**src/rtl/fp_alu_arbiter.sv**
```systemverilog
// -----------------------------------------------------------------------------
// fp_alu_arbiter
//   Round-robin arbiter and sequencer that shares one ALU_fp instance between
//   NREQ requesters. One operation is in flight at a time: it is accepted in
//   IDLE, its operands are registered onto the ALU inputs, the block waits LAT
//   cycles in EXEC, then the captured result is held in RESP until the
//   consumer takes it.
//
// Parameters
//   NREQ  number of requesters (>= 2)
//   W     operand / result width
//   SELW  ALU selector width (passed through uninterpreted)
//   LAT   ALU latency in cycles (>= 1)
//   IDW   response tag width, derived from NREQ
//
// Ports
//   clk, rst_n            clock (rising edge), async active-low reset
//   req_valid[NREQ]       per-requester request
//   req_ready[NREQ]       one-hot accept strobe (combinational, IDLE only)
//   req_a/req_b[NREQ*W]   packed operands, requester k at [k*W +: W]
//   req_sel[NREQ*SELW]    packed selectors, requester k at [k*SELW +: SELW]
//   alu_a/alu_b/alu_sel   registered ALU inputs, held outside EXEC
//   alu_result            ALU output, sampled after LAT cycles
//   rsp_valid/rsp_ready   response handshake
//   rsp_result/rsp_id     captured result and owning requester index
//   busy                  high whenever the sequencer is not IDLE
// -----------------------------------------------------------------------------
module fp_alu_arbiter #(
  parameter int NREQ = 4,
  parameter int W    = 32,
  parameter int SELW = 4,
  parameter int LAT  = 1,
  parameter int IDW  = (NREQ > 1) ? $clog2(NREQ) : 1
) (
  input  logic                 clk,
  input  logic                 rst_n,
  input  logic [NREQ-1:0]      req_valid,
  output logic [NREQ-1:0]      req_ready,
  input  logic [NREQ*W-1:0]    req_a,
  input  logic [NREQ*W-1:0]    req_b,
  input  logic [NREQ*SELW-1:0] req_sel,
  output logic [W-1:0]         alu_a,
  output logic [W-1:0]         alu_b,
  output logic [SELW-1:0]      alu_sel,
  input  logic [W-1:0]         alu_result,
  output logic                 rsp_valid,
  input  logic                 rsp_ready,
  output logic [W-1:0]         rsp_result,
  output logic [IDW-1:0]       rsp_id,
  output logic                 busy
);

  // Counter only has to hold LAT-1; keep at least one bit for LAT=1.
  localparam int CNTW = (LAT > 1) ? $clog2(LAT) : 1;

  typedef enum logic [1:0] {
    ST_IDLE = 2'd0,
    ST_EXEC = 2'd1,
    ST_RESP = 2'd2
  } state_t;

  state_t            r_state;
  logic [IDW-1:0]    r_last_grant;
  logic [CNTW-1:0]   r_cnt;
  logic [W-1:0]      r_alu_a;
  logic [W-1:0]      r_alu_b;
  logic [SELW-1:0]   r_alu_sel;
  logic              r_rsp_valid;
  logic [W-1:0]      r_rsp_result;
  logic [IDW-1:0]    r_rsp_id;
  logic              r_busy;

  logic              w_found;
  logic [IDW-1:0]    w_gnt;
  logic [IDW-1:0]    w_cand;
  logic [NREQ-1:0]   w_ready;
  logic [W-1:0]      w_mux_a;
  logic [W-1:0]      w_mux_b;
  logic [SELW-1:0]   w_mux_sel;

  // Round-robin search: first pending requester strictly after last_grant,
  // wrapping around, so the last winner has lowest priority next time.
  always_comb begin
    w_found = 1'b0;
    w_gnt   = '0;
    w_cand  = '0;
    for (int i = 1; i <= NREQ; i++) begin
      w_cand = IDW'((32'(r_last_grant) + 32'(i)) % 32'(NREQ));
      if (!w_found && req_valid[w_cand]) begin
        w_found = 1'b1;
        w_gnt   = w_cand;
      end else begin
        w_found = w_found;
      end
    end
  end

  // Accept strobe: only in IDLE, only for the winner, and forced low in reset.
  always_comb begin
    w_ready = '0;
    if (rst_n && (r_state == ST_IDLE) && w_found) begin
      w_ready[w_gnt] = 1'b1;
    end else begin
      w_ready = '0;
    end
  end

  // Operand / selector mux for the winning requester.
  always_comb begin
    w_mux_a   = '0;
    w_mux_b   = '0;
    w_mux_sel = '0;
    for (int k = 0; k < NREQ; k++) begin
      if (IDW'(k) == w_gnt) begin
        w_mux_a   = req_a[k*W +: W];
        w_mux_b   = req_b[k*W +: W];
        w_mux_sel = req_sel[k*SELW +: SELW];
      end else begin
        w_mux_a   = w_mux_a;
      end
    end
  end

  // Sequencer: IDLE -> EXEC (LAT cycles) -> RESP (until consumed) -> IDLE.
  // ALU input registers only load on accept so the ALU sees no toggling
  // while an op settles or while the block is idle.
  always_ff @(posedge clk or negedge rst_n) begin
    if (!rst_n) begin
      r_state      <= ST_IDLE;
      r_last_grant <= IDW'(NREQ - 1);
      r_cnt        <= '0;
      r_alu_a      <= '0;
      r_alu_b      <= '0;
      r_alu_sel    <= '0;
      r_rsp_valid  <= 1'b0;
      r_rsp_result <= '0;
      r_rsp_id     <= '0;
      r_busy       <= 1'b0;
    end else begin
      case (r_state)
        ST_IDLE: begin
          if (w_found) begin
            r_alu_a      <= w_mux_a;
            r_alu_b      <= w_mux_b;
            r_alu_sel    <= w_mux_sel;
            r_last_grant <= w_gnt;
            r_rsp_id     <= w_gnt;
            r_cnt        <= CNTW'(LAT - 1);
            r_busy       <= 1'b1;
            r_state      <= ST_EXEC;
          end else begin
            r_state      <= ST_IDLE;
          end
        end
        ST_EXEC: begin
          if (r_cnt == '0) begin
            r_rsp_result <= alu_result;
            r_rsp_valid  <= 1'b1;
            r_state      <= ST_RESP;
          end else begin
            r_cnt        <= r_cnt - CNTW'(1);
          end
        end
        ST_RESP: begin
          if (rsp_ready) begin
            r_rsp_valid  <= 1'b0;
            r_busy       <= 1'b0;
            r_state      <= ST_IDLE;
          end else begin
            r_state      <= ST_RESP;
          end
        end
        default: begin
          // Unreachable encoding: drop any response and recover to IDLE.
          r_rsp_valid  <= 1'b0;
          r_busy       <= 1'b0;
          r_state      <= ST_IDLE;
        end
      endcase
    end
  end

  assign req_ready  = w_ready;
  assign alu_a      = r_alu_a;
  assign alu_b      = r_alu_b;
  assign alu_sel    = r_alu_sel;
  assign rsp_valid  = r_rsp_valid;
  assign rsp_result = r_rsp_result;
  assign rsp_id     = r_rsp_id;
  assign busy       = r_busy;

endmodule

```
**config.mk**
```make
export PLATFORM = sky130hd
export DESIGN_NAME = fp_alu_arbiter
export DESIGN_NICKNAME = d
export VERILOG_FILES = /design/src/rtl/fp_alu_arbiter.sv
export SDC_FILE = /design/constraint.sdc
export NUM_CORES = 1
export LEC_CHECK = 0
export BUFFER_PORTS_ARGS = -buffer_cell sky130_fd_sc_hd__buf_2
export CORE_AREA = 3 3 163 165
export DETAILED_ROUTE_END_ITERATION = 8
export DIE_AREA = 0 0 166 168
export GPL_TIMING_DRIVEN = 0
export PLACE_DENSITY_LB_ADDON = 0.08
export SYNTH_ARGS = -nofsm -noshare
export SYNTH_HDL_FRONTEND = slang
export SYNTH_SLANG_ARGS = --single-unit
```
**constraint.sdc**
```tcl
create_clock -name clk -period 4.9 [get_ports clk]
set_input_delay 0.245 -clock clk [delete_from_list [all_inputs] [get_ports clk]]
set_output_delay 0.245 -clock clk [all_outputs]
set_load 0.05 [all_outputs]
```
After elaboration in Yosys (flattened, before gate mapping)
Cells that the tools add are included.
Storage, ports and cells
  flip-flop bits (word level): 109
  output and inout port bits: 108
  logic and storage cells: 92
Operators by class
  add/sub/neg operators: 5
  $lt $le $gt $ge: 6
  equal/unequal tests: 8
  muxes and demuxes: 43
  bitwise logic cells: 3
  reductions and logical operators: 17
Operators by type and width (count)
  $mux 32: 8
  $mux 4: 5
  $lt 2x3->1 const B: 5
  $mux 1: 15
  $mux 2: 6
  $bmux 1 s2: 4
  $logic_and 1x1->1: 6
  $ne 2x2->1 const B: 3
  $pmux 1 s3: 2
  $pmux 2 s3: 1
  $reduce_and 2->1: 3
  $reduce_and 3->1: 2
  $add 2x1->2 const B: 2
  $add 2x2->2 const B: 2
  $eq 2x2->1 const A: 2
  $logic_not 2->1: 2
  $logic_not 1->1: 3
  $not 1->1: 3
  $demux 1 s2: 1
  $eq 1x2->1 const A: 1
  $eq 2x1->1 const B: 1
  $eq 2x2->1 const B: 1
  $ge 2x1->1 const B: 1
  $pmux 1 s2: 1
  2 further kinds: 2

Logic depth before layout (Yosys ltp)
  word-level depth: 18
  depth in mapped cells: 8

Worst setup path before layout
OpenSTA, ideal clock, no wires.
  kind: register -> output
  start point: register r_last_grant[0]
  end point: output port req_ready[0]
  data arrival time: 2.054 ns
  setup slack: 2.601 ns
  stages on the path, launching flop included: 8
  cells stage by stage: dfstp_2 nand2b_1 a21o_1 buf_2 nand3_4 buf_6 buf_2 nor2_1
On the way
  word-level cells in the longest chain between the ends: 18
  elaborated cells on any way between the ends: 33
  those cells by class: add/sub (4); order compare (2); mux (19); reduce/logical (8)
Ends and longest elaborated chain
  start: declaration: RTL line 63  | logic [IDW-1:0] r_last_grant;
  start signal: assignment: RTL line 130  | r_last_grant <= IDW'(NREQ - 1);
  start signal: assignment: RTL line 146  | r_last_grant <= w_gnt;
  $add 2x1->2: RTL line 88  | w_cand = IDW'((32'(r_last_grant) + 32'(i)) % 32'(NREQ));
  $bmux 1 s2: RTL line 89  | if (!w_found && req_valid[w_cand]) begin
  $mux 1 (implied by the code): RTL line 89
  $mux 1: RTL line 89
  $logic_not 1->1: RTL line 89
  $logic_and 1x1->1: RTL line 89
  $mux 1: RTL line 89
  $logic_not 1->1: RTL line 89
  (+2 left out)
  $logic_not 1->1: RTL line 89
  $logic_and 1x1->1: RTL line 89
  $mux 2: RTL line 89
  $lt 2x3->1 (implied by the code) / $ge 2x1->1 (equally long branches): RTL line 102  | w_ready[w_gnt] = 1'b1;
  $logic_and 1x1->1 (implied by the code): RTL line 102
  $mux 1 (implied by the code): RTL line 102
  $demux 1 s2: RTL line 102
  $mux 4 *: RTL line 101  | if (rst_n && (r_state == ST_IDLE) && w_found) begin
  end: declaration: RTL line 38  | output logic [NREQ-1:0] req_ready,
Every way passes the cells marked *; elsewhere a longest branch is shown, timed or not. The select of a mux whose other input is x is not followed.

Worst setup path in the final report
  start point: register r_last_grant[0]
  end point: output port req_ready[1]
Same word-level chain as after synthesis.

==> reports/results.tsv <==
metric	value	unit
outcome	complete, no violations	
nets@finish	1341	
layout cell share with drive strength beyond 1	53.3	%
Non-Filler Instances	1371	
Synth Area in Adders	0	%
max-slew violations	0	
DR pass1 iterations	5	
Post-Place Cells	1348	
gr ovfl total	0	
met1 Usage GRT	24.9	%
syn_nets	910	
Post-Syn Area	6570	µm²
Synth area leaders	dfrtp_1, mux2_4, a221o_1	
I/O Buffers	418	
Clock transition at path regs	0.08	ns
vias in the first global route	6894	
post-synthesis mux area share	19.7	%
PwrDens	725	nW/µm²
Die Y	168	µm
Mapped Cells	599	
CTS root buffer	clkbuf_16	
CP Capture Type	output pin	
XOR/XNOR Fraction of Synth Area	0	%
met2 usage	33.7	%
sequential cell area fraction in the yosys report	41.2	%
Final setup viols	0	
Worst-Margin Slew	1.03	ns
distinct cell type count after synthesis	42	
Fmax	0.327	GHz
Post-route DRC	0	
Die Area	27900	µm²
routability cong.	0.801	
chip width	166	µm
headroom to the max-slew limit	31.1	%
Critical Path RT	4.66	ns
Hold Crit Class	input port to flop	
largest net degree at the start of global routing	66	
crit start category	flop	
H-tree depth	3	
# clock sinks	108	
RSZ-0062 raised after global routing	false	
ANT nets after route	0	
Compound-Gate Fraction of Synth Area	22.9	%
worst skew pair latency	0.35	ns
post-CTS setup buffer count	0	
final WL	28800	µm
Setup WS pre-CTS	2.19	ns
num ports	419	
Final period util	62.4	%
gr usage total	19.6	%
TritonCTS clock tree	built	
number of core rows	58	
Worst Skew	0.0125	ns
Yosys reg bits	108	
Max FO, Critical Path	10	
peak supply drop	0.000365	V
worst setup path class	flop to output pin	
simple logic cell fraction of the synthesized area	10.6	%
core box area	25200	µm²
share of the synthesized area in the top cell type	40.4	%
Clock Path Buffers	2	
WL per Instance	21.0	µm
final worst setup slack	1.84	ns
via/cell ratio	5.00	
Avg Inst Size Synth	11.0	µm²
hpwl dp	22400	µm
Hold Path Depth	2	
# Max-Cap Violations	0	
Worst R2R Path Depth	6	
routed vias	6861	
Final min period	3.06	ns
met3 usage	4.13	%
Area Growth Syn to Fin	43.4	%
Initial Util	26.1	%
Arr. time, crit path	2.82	ns
main combinational cell family by area after synthesis	compound AO/OA/AOI/OAI gates	
largest area contributor in the synthesized netlist	dfrtp_1	
initial antenna violation count	6	
first-pass GRT wire length	42500	µm
total negative slack	0	ns
Initial DRC Count	381	
hold buffer count at CTS	1	
Leakage	4.64	nW
Hold Vio Cnt, Final	0	
CTS buffer count	9	
count of yosys warnings during synthesis	0	
CTS resizes	0	
GRT busiest layer	met2	
flip-flops by register name (all words and copies together) (netlist names):
register,count
alu_a,32
alu_b,32
rsp_result,32
alu_sel,4
r_last_grant,2
r_state,2
rsp_id,2
busy,1
rsp_valid,1
final timing paths:
check,startpoint,to,slack (ns)
max,r_last_grant[0]$_DFFE_PN1N_,req_ready[1],1.84
min,alu_result[6],rsp_result[6]$_DFFE_PN0P_,0.11
min reg2reg,rsp_valid$_DFFE_PN0P_,rsp_valid$_DFFE_PN0P_,0.49
max reg2reg,r_last_grant[0]$_DFFE_PN1N_,alu_b[6]$_DFFE_PN0N_,2.46
max in group asynchronous,rst_n,alu_sel[2]$_DFFE_PN0N_,3.81
min in group asynchronous,rst_n,rsp_result[28]$_DFFE_PN0P_,0.38
final cells by class:
class                      instances  area [µm²]
antenna                            6        15.0
buffer                            75         365
clock buffer                      11         243
clock inverter                     5        43.8
fill                            2650       15800
inverter                           2        7.51
multi-input combinational        414        3490
sequential                       108        2710
tap                              330         413
timing repair buffer             420        2140
critical path: stages (launching register included):
cell	delay, ns
dfstp_2	0.38
nand2b_1	0.16
a21oi_1	0.80
clkbuf_1	0.45
nor3_1	0.20
nor2_1	0.16
buf_2	0.29
cell usage after synthesis:
master,number
buf_4,2
o21ai_1,1
nor2b_2,1
buf_1,1
o22ai_1,1
nor3_1,1
or3_1,1
nor2_1,26
mux2_4,50
o21a_1,3
clkbuf_2,1
nor2b_1,2
nand2_1,4
and2_1,1
a211oi_1,34
dfrtp_1,106
o21ai_0,1
o21ai_4,1
mux2_1,1
a221o_1,51
clkbuf_1,46
inv_2,1
a21oi_1,54
nand4_1,51
nand3_4,1
nand3_2,1
and4_1,17
nand3_1,1
mux2_2,32
buf_2,18
a21o_1,2
dfstp_2,2
buf_6,7
nor4_1,1
nand2b_1,2
o31ai_1,51
nand3b_1,1
nor2_2,1
o22a_1,2
or3b_1,1
mux2i_1,17
inv_1,1
metal layers:
| layer | vias to the layer above | share of wire, % |
|---|---|---|
| li1 | 3253 | - |
| met1 | 3286 | 43 |
| met5 | - | 0 |
| met4 | 0 | 1.4 |
| met2 | 300 | 50 |
| met3 | 22 | 6.2 |
power breakdown:
part	switching (mW)	internal [mW]	total (mW)	leakage, nW
Clock	0.369	0.367	0.736	0.134
Sequential	0.225	1.35	1.58	1.28
Combinational	3.07	1.45	4.52	3.22
Total	3.67	3.17	6.83	4.64
cells by family (layout without fill, tap and decap cells):
| group | after synthesis | after routing |
|---|---|---|
| AOI/OAI and AO/OA | 201 | 201 |
| and+or+nand+nor | 113 | 113 |
| DFF | 108 | 108 |
| muxes | 100 | 100 |
| buffers and inverters | 77 | 513 |
| other | 0 | 6 |
per-stage QoR:
step	area (µm²)	power [mW]	utilization, %	hold slack, ns
after floorplan	6570	4.90	-	-0.0506
after global placement	9070	6.14	36.0	0.458
after detailed placement	9110	6.15	36.2	0.215
after CTS	9410	6.91	37.3	0.0966
after global routing	9420	7.23	37.4	0.105
final	9420	6.83	37.4	0.115
cells in the final DEF (no fill, tap or decap), drive strengths merged, types with 3 or more instances in the layout:
cell / n
a211oi: 34
a21oi: 54
a221o: 51
and4: 17
buf: 447
clkbuf: 58
dfrtp: 106
diode: 6
inv: 4
mux2: 83
mux2i: 17
nand2: 4
nand3: 3
nand4: 51
nor2: 27
nor2b: 3
o21a: 3
o21ai: 3
o31ai: 51
No activity file was read; power rests on OpenSTA's default activity.
